$ cat src/rtl/simmem_pkg.sv
// Shared constants for the simulated memory controller.
// Bank capacities and the default release counter width.
package simmem_pkg;

    localparam int unsigned WriteRespBankCapacity = 16;
    localparam int unsigned ReadDataBankCapacity  = 16;
    localparam int unsigned DefaultCntWidth       = 32;

endpackage

$ cat src/rtl/simmem_rr_picker.sv
// Combinational round-robin picker: first request at or above the
// pointer, otherwise the lowest request overall.
module simmem_rr_picker
    import simmem_pkg::*;
#(
    parameter int unsigned N = 16
) (
    input  logic [N-1:0]         i_req,
    input  logic [$clog2(N)-1:0] i_ptr,
    output logic [N-1:0]         o_pick,
    output logic                 o_valid
);

    logic [N-1:0] w_masked;
    logic [N-1:0] w_hi;
    logic [N-1:0] w_lo;

    always_comb begin
        w_masked = '0;
        for (int i = 0; i < N; i++) begin
            w_masked[i] = i_req[i] && (i >= int'(i_ptr));
        end
    end

    // x & -x isolates the lowest set bit
    assign w_hi    = w_masked & (~w_masked + N'(1));
    assign w_lo    = i_req & (~i_req + N'(1));
    assign o_pick  = (|w_masked) ? w_hi : w_lo;
    assign o_valid = |i_req;

endmodule

$ cat src/rtl/simmem_release_scheduler.sv
// Round-robin release scheduler: issues one eligible bank slot at a
// time to a response bank over a valid/ready handshake.
module simmem_release_scheduler
    import simmem_pkg::*;
#(
    parameter int unsigned Capacity = 16,
    parameter int unsigned CntWidth = DefaultCntWidth
) (
    input  logic                clk_i,
    input  logic                rst_i,
    input  logic [Capacity-1:0] release_en_mhot_i,
    output logic                grant_valid_o,
    output logic [Capacity-1:0] grant_onehot_o,
    input  logic                bank_ready_i,
    output logic [Capacity-1:0] released_onehot_o,
    output logic [CntWidth-1:0] release_cnt_o
);

    localparam int unsigned PtrW = $clog2(Capacity);

    typedef enum logic {
        IDLE  = 1'b0,
        OFFER = 1'b1
    } state_e;

    state_e              r_state;
    state_e              w_state_d;
    logic [Capacity-1:0] r_grant;
    logic [Capacity-1:0] w_grant_d;
    logic [PtrW-1:0]     r_ptr;
    logic [PtrW-1:0]     w_ptr_d;
    logic [CntWidth-1:0] r_cnt;
    logic [CntWidth-1:0] w_cnt_d;

    logic [PtrW-1:0]     w_gidx;
    logic [PtrW-1:0]     w_ptr_inc;
    logic [Capacity-1:0] w_pick_req;
    logic [PtrW-1:0]     w_pick_ptr;
    logic [Capacity-1:0] w_pick;
    logic                w_pick_vld;

    always_comb begin
        w_gidx = '0;
        for (int i = 0; i < Capacity; i++) begin
            if (r_grant[i]) w_gidx = PtrW'(i);
        end
    end

    assign w_ptr_inc = (w_gidx == PtrW'(Capacity - 1)) ? '0
                                                        : w_gidx + PtrW'(1);

    // In OFFER the picker prepares the back-to-back follow-up grant
    assign w_pick_req = (r_state == OFFER) ? (release_en_mhot_i & ~r_grant)
                                           : release_en_mhot_i;
    assign w_pick_ptr = (r_state == OFFER) ? w_ptr_inc : r_ptr;

    simmem_rr_picker #(
        .N (Capacity)
    ) u_picker (
        .i_req   (w_pick_req),
        .i_ptr   (w_pick_ptr),
        .o_pick  (w_pick),
        .o_valid (w_pick_vld)
    );

    always_comb begin
        w_state_d         = r_state;
        w_grant_d         = r_grant;
        w_ptr_d           = r_ptr;
        w_cnt_d           = r_cnt;
        grant_valid_o     = 1'b0;
        grant_onehot_o    = '0;
        released_onehot_o = '0;
        unique case (r_state)
            IDLE: begin
                if (w_pick_vld) begin
                    w_grant_d = w_pick;
                    w_state_d = OFFER;
                end
            end
            OFFER: begin
                grant_valid_o  = 1'b1;
                grant_onehot_o = r_grant;
                if (bank_ready_i) begin
                    released_onehot_o = r_grant;
                    w_ptr_d           = w_ptr_inc;
                    w_cnt_d           = r_cnt + CntWidth'(1);
                    if (w_pick_vld) begin
                        w_grant_d = w_pick;
                    end else begin
                        w_grant_d = '0;
                        w_state_d = IDLE;
                    end
                end
            end
        endcase
    end

    always_ff @(posedge clk_i or posedge rst_i) begin
        if (rst_i) begin
            r_state <= IDLE;
            r_grant <= '0;
            r_ptr   <= '0;
            r_cnt   <= '0;
        end else begin
            r_state <= w_state_d;
            r_grant <= w_grant_d;
            r_ptr   <= w_ptr_d;
            r_cnt   <= w_cnt_d;
        end
    end

    assign release_cnt_o = r_cnt;

endmodule

$ cat config.mk
export PLATFORM = sky130hd
export DESIGN_NAME = simmem_release_scheduler
export DESIGN_NICKNAME = d
export VERILOG_FILES = /design/src/rtl/simmem_pkg.sv /design/src/rtl/simmem_rr_picker.sv /design/src/rtl/simmem_release_scheduler.sv
export SDC_FILE = /design/constraint.sdc
export NUM_CORES = 1
export LEC_CHECK = 0
export BUFFER_PORTS_ARGS = -buffer_cell sky130_fd_sc_hd__buf_2
export CORE_UTILIZATION = 42
export DETAILED_ROUTE_END_ITERATION = 6
export PLACE_DENSITY = 0.73
export SYNTH_ARGS = -nofsm -noshare
export SYNTH_HDL_FRONTEND = slang
export SYNTH_SLANG_ARGS = --single-unit
$ cat constraint.sdc
create_clock -name clk_i -period 4.1 [get_ports clk_i]
set_input_delay 0.615 -clock clk_i [delete_from_list [all_inputs] [get_ports clk_i]]
set_output_delay 0.615 -clock clk_i [all_outputs]
set_load 0.02 [all_outputs]
After elaboration in Yosys (flattened, before gate mapping)
Index checks and enable logic that the tools add are counted.

Reductions and logical operators: 19. Bitwise logic cells: 7. Equality and inequality tests: 3. Add/sub/neg operators: 4. Multiplexer cells: 30. Order comparisons: 15.

Operators by type and width (count): $mux W16 (8); $mux W4 (14); $and A16 B16 Y16 (3); $not A16 Y16 (3); $add A16 B1 Y16 const B (2); $add A32 B1 Y32 const B (1); $pmux W16 S2 (1); $reduce_or A16 Y1 (2); $ge A4 B4 Y1 const A (7); $ge A3 B4 Y1 const A (4); $logic_and A1 B1 Y1 (15); $ge A1 B4 Y1 const A (2); $ge A2 B4 Y1 const A (2); $add A4 B1 Y4 const B (1); $eq A4 B4 Y1 const B (1); $mux W1 (4); $mux W2 (2); $reduce_and A2 Y1 (2); $ne A2 B1 Y1 const B (1); $ne A2 B2 Y1 const B (1); $pmux W1 S2 (1); $not A1 Y1 (1).

Bits in registers: 53. Logic and storage cells: 82. Output and inout port bits: 65. Bits of input ports: 19.

Depth between registers and ports, before layout
Depth in word-level cells: 27. Mapped depth: 15. Mapped depth without buffers: 14.

Modules after synthesis
From an unflattened synthesis, not the netlist that was laid out.

Cells, all modules: 383. Area, all modules: 3558.4 sq um.

Modules (own cells, without submodules): simmem_release_scheduler (times used 1, area each 2795.2 sq um, cells an instance 274, seq. area each 1326.3 sq um); simmem_rr_picker (times used 1, area each 763.2 sq um, cells an instance 109, seq. area each 0.0 sq um).

Worst setup path after synthesis
No wires, ideal clock.

Kind: reg-to-reg. Start: register r_grant[11]. End: register r_grant[13]. Path slack: 0.337 ns. Cell stages (with the launch flop): 14. Arrival time: 3.637 ns. Buffers on the path: 1. Data required time: 3.974 ns. Clock period less this slack: 3.763 ns. Library setup time: 0.126 ns. Cells stage by stage: dfrtp_1 clkbuf_1 or4_1 o2111ai_1 nand2_1 ha_1 nand2_1 a21boi_0 or2b_4 or2_1 o21ai_2 o22a_4 nor2_1 a221o_1.

Cells in the longest elaborated chain, start to end: 17. Elaborated cells between the ends (all ways): 57. Classes of those cells: add/sub (3); order compare (15); eq/ne (2); mux (13); bitwise (6); reduce/logical (18).

Ends and longest elaborated chain: from (decl) (line simmem_release_scheduler.sv:28) `logic [Capacity-1:0] r_grant;`; from (signal assigned) (line simmem_release_scheduler.sv:107) `r_grant <= w_grant_d;`; $mux W4 (*) (5 in series) (line simmem_release_scheduler.sv:45) `if (r_grant[i]) w_gidx = PtrW'(i);`; $add A4 B1 Y4 / $eq A4 B4 Y1 (equally long branches) (line simmem_release_scheduler.sv:50, simmem_release_scheduler.sv:49); $mux W4 (*) (line simmem_release_scheduler.sv:49) `assign w_ptr_inc = (w_gidx == PtrW'(Capacity - 1)) ? '0`; via w_ptr_inc[1] (line simmem_release_scheduler.sv:36) `logic [PtrW-1:0] w_ptr_inc;`; $mux W4 (*) (line simmem_release_scheduler.sv:55) `assign w_pick_ptr = (r_state == OFFER) ? w_ptr_inc : r_ptr;`; $ge A1 B4 Y1 (tied with other cells) (line simmem_rr_picker.sv:21) `w_masked[i] = i_req[i] && (i >= int'(i_ptr));`; $logic_and A1 B1 Y1 (line simmem_rr_picker.sv:21); $not A16 Y16 (line simmem_rr_picker.sv:26) `assign w_hi = w_masked & (~w_masked + N'(1));`; $add A16 B1 Y16 (line simmem_rr_picker.sv:26); $and A16 B16 Y16 (line simmem_rr_picker.sv:26); $mux W16 (*) (line simmem_rr_picker.sv:28) `assign o_pick = (|w_masked) ? w_hi : w_lo;`; $mux W16 (line simmem_release_scheduler.sv:88) `if (w_pick_vld) begin`; $mux W16 (line simmem_release_scheduler.sv:84) `if (bank_ready_i) begin`; $pmux W16 S2 (*) (line simmem_release_scheduler.sv:74) `unique case (r_state)`.

The timed path passes the listed nets; every way through them passes the cells marked *. The select of a mux whose other input is x is not followed. A chain may end at the register's enable or synchronous reset.

Worst setup path in the final report
Start: register r_grant[7]. End: register r_grant[12].

Cells in the longest elaborated chain, start to end: 21. Elaborated cells between the ends (all ways): 61. Classes of those cells: add/sub (3); order compare (15); eq/ne (2); mux (17); bitwise (6); reduce/logical (18).

Ends and longest elaborated chain (line): $mux W4 (9 in series) (simmem_release_scheduler.sv:45); $add A4 B1 Y4 / $eq A4 B4 Y1 (equally long branches) (simmem_release_scheduler.sv:50, simmem_release_scheduler.sv:49); $mux W4 (simmem_release_scheduler.sv:49); $mux W4 (simmem_release_scheduler.sv:55); $ge A1 B4 Y1 (tied with other cells) (simmem_rr_picker.sv:21); $logic_and A1 B1 Y1 (simmem_rr_picker.sv:21); $not A16 Y16 (simmem_rr_picker.sv:26); $add A16 B1 Y16 (simmem_rr_picker.sv:26); $and A16 B16 Y16 (simmem_rr_picker.sv:26); $mux W16 (simmem_rr_picker.sv:28); $mux W16 (simmem_release_scheduler.sv:88); $mux W16 (simmem_release_scheduler.sv:84); $pmux W16 S2 (simmem_release_scheduler.sv:74).

Parallel ways exist; a longest one is shown, timed or not. The select of a mux whose other input is x is not followed.

==> out/metrics.csv <==
stage;metric;value;unit
placed_design;placed cell count;621;
yosys;cell taking the most area after synthesis;dfrtp_1;
clock_network;Sink Count;53;
timing;Fin Hold WS;0.233;ns
setup_path;Required @ worst endpoint;4.36;ns
die;full die area;9180;um^2
timing;final worst clock skew;0.0110;ns
power;Max VDD drop;0.414;mV
timing;RSZ-0062 raised after global routing;false;
timing;pins over their slew limit;0;
routing;DRC;0;
setup_path;Critical Path Sink Type;register;
routing;WL per Instance;18.4;um
power;Power Dens Cells;814;nW/um^2
die;die width;95.8;um
global_routing;vias in the first global route;3465;
yosys;mux share of post-synthesis cell area;0.271;%
timing;Final setup viols;0;
clock_network;Post-CTS Setup Bufs;0;
routing;post-DR vias/cell;6.02;
timing;crit share post-route;94.4;%
clock_network;Num CTS Buffers;5;
timing;slack of the critical path;0.231;ns
yosys;top-count cell post-synth;dfrtp_1;
routing;Final ANT Viol Nets;0;
routing;Routed WL;11600;um
yosys;Synth Register Bits;53;
die;num rows;33;
yosys;largest family of logic cells by synthesized area;simple AND/OR/NAND/NOR gates;
yosys;Synth Net Count;449;
finish;synth-to-layout area growth;19.8;%
setup_path;Worst Path Arrival;4.13;ns
yosys;Post-synth EDFFs;0;
global_routing;largest net degree at the start of global routing;42;
routing;DRT iter0 DRCs;245;
clock_network;Clock Tree Buf Depth;2;
yosys;Compound-Gate Fraction of Synth Area;21.6;%
yosys;Avg Cell Area, Syn;8.63;um^2
outcome;outcome;finished, final reports clean;
yosys;Adder-Cell Fraction of Synth Area;0.677;%
yosys;Post-synth top cells;dfrtp_1, nand2_1, nor2_1, and3_1, xnor2_1;
finish;post-route insts no fill;629;
power;leakage;2.32;nW
clock_network;post-cts resize count;0;
yosys;top_reg_cell synth;dfrtp_1;
timing;Fin Setup TNS;0;ns
yosys;Post-Synthesis Cell Area;3690;um^2
setup_path;startpoint types;register;
routing;drt pass-1 iters;5;
global_routing;initial antenna violation count;0;
clock_network;cts hold-fix bufs;0;
timing;fin crit period;3.87;ns
global_routing;first-pass GRT wire length;17800;um
setup_path;CP max FO;8;
die;core box area;8380;um^2
clock_network;H-tree depth;2;
yosys;post-synth top area share;35.9;%
placed_design;area of placed instances;4330;um^2
timing;Fmax achieved;0.258;GHz
global_routing;Total GRT Usage;25.6;%
timing;Slew @ Worst Pin;0.735;ns
finish;share of layout cells above drive strength 1;26.1;%
placed_design;dpl ws;0.255;ns
run;# Max-Cap Violations;0;
clock_network;CTS tree;built;
yosys;cell count after synthesis;428;
finish;final instance area;4430;um^2
yosys;Synth Area in XOR/XNOR;7.59;%
timing;Worst slew margin;50.7;%
finish;fin nets;544;
placed_design;Port Buffer Count;83;
yosys;Post-Synth Simple-Gate Area;30.0;%
clock_network;Clock Latency Late Sink;0.32;ns
setup_path;worst setup path class;reg2reg;
clock_network;root buf cell;clkbuf_8;
yosys;Seq/Total Area, Yosys;35.9;%
die;initial core utilization;44.1;%
global_routing;grt total ovfl;0;
routing;DR vias;3788;
finish;Antenna diodes;0;
die;Ports;84;
hold_path;HP Class;in2async;
die;height of the die;95.8;um
yosys;synth warn;0;
yosys;ys async rst share;100;%
placed_design;Post-DP HPWL;8930;um
timing;Final Hold Vio Count;0;
clock_network;Clock transition at path regs;0.11;ns
yosys;distinct cell type count after synthesis;78;
placed_design;placer's final routability congestion estimate;1.05;
yosys;largest cells by area after synthesis;dfrtp_1, nand2_1, xnor2_1;
[power by group]
part	internal [W]	switching, W
logic	0.00101	0.00154
registers	0.000612	0.000115
clock network	0.000125	0.000197
total	0.00175	0.00185
[sequential cells by signal (all words and copies together), names as in the netlist]
| signal | flops |
|---|---|
| release_cnt_o | 32 |
| r_grant | 16 |
| r_ptr | 4 |
| r_state | 1 |
[metal layers]
metal  track usage (%)  up-vias  routed length, um
li1                  -     1741                  -
met1              32.1     1782               4870
met2              43.3      229               5360
met3              5.06       36               1020
met4              9.58        0                322
met5                 0        -                  0
[worst max-delay path, stage by stage (launching register included)]
cell and delay, ns:
dfrtp_1 0.50, or4_1 0.56, o2111ai_1 0.26, nand2_1 0.11
ha_1 0.27, nand2b_1 0.18, or3_4 0.36, a31oi_2 0.32
and2_1 0.24, o2111ai_4 0.16, o22a_4 0.31, nor3b_4 0.33
a41o_1 0.22
[worst paths after layout]
path | slack [ns] | end | cells after the start | from
min in group clk_i | 0.47 | release_cnt_o[31] | 1 | release_cnt_o[31]
worst min register to register | 0.47 | release_cnt_o[31] | 1 | release_cnt_o[31]
worst min-delay path | 0.23 | r_grant[4] | 2 | rst_i
max in group asynchronous | 3.02 | r_grant[6] | 3 | rst_i
worst max register to register | 0.23 | r_grant[12] | 12 | r_grant[7]
worst max-delay path | 0.23 | r_grant[12] | 12 | r_grant[7]
[through the flow]
| stage | utilization [%] | power [W] |
|---|---|---|
| 2_1_floorplan | - | 0.00246 |
| 3_3_place_gp | 51.6 | 0.00318 |
| 3_5_place_dp | 51.6 | 0.00319 |
| 4_1_cts | 52.7 | 0.00352 |
| 5_1_grt | 52.8 | 0.00382 |
| 6_report | 52.8 | 0.00360 |
[placed cells by master (no fill, tap or decap), types with 3 or more instances in the layout]
| cell | count |
|---|---|
| a211o_1 | 3 |
| a21oi_1 | 9 |
| a221o_1 | 3 |
| a31o_1 | 3 |
| a31o_2 | 3 |
| a31oi_1 | 3 |
| a32o_1 | 3 |
| a41o_1 | 4 |
| and2_1 | 18 |
| and3_1 | 27 |
| buf_2 | 83 |
| buf_4 | 21 |
| clkbuf_8 | 5 |
| dfrtp_1 | 52 |
| inv_1 | 18 |
| nand2_1 | 50 |
| nand2b_1 | 11 |
| nand3_1 | 16 |
| nand4_1 | 6 |
| nor2_1 | 45 |
| nor2b_1 | 9 |
| nor3_1 | 5 |
| nor4_1 | 5 |
| o211ai_1 | 5 |
| o21ai_0 | 9 |
| o221ai_1 | 3 |
| o22ai_1 | 4 |
| o31ai_1 | 4 |
| xnor2_1 | 21 |
| xor2_1 | 11 |
[cells by family after synthesis]
family | after synthesis
buffers and inverters | 35
multiplexers | 1
flip-flops | 53
AND/OR/NAND/NOR | 209
AO/OA/AOI/OAI | 96
XOR/XNOR | 32
adder cells (fa/ha/maj) | 2
[cell type report]
class | instances | area, um^2
Tap cell | 105 | 131
Clock inverter | 3 | 26.3
Fill cell | 795 | 3960
Sequential cell | 53 | 1330
Timing Repair Buffer | 104 | 573
Multi-Input combinational cell | 340 | 2230
Clock buffer | 5 | 68.8
Inverter | 19 | 71.3
(Power assumes the default switching activity.)
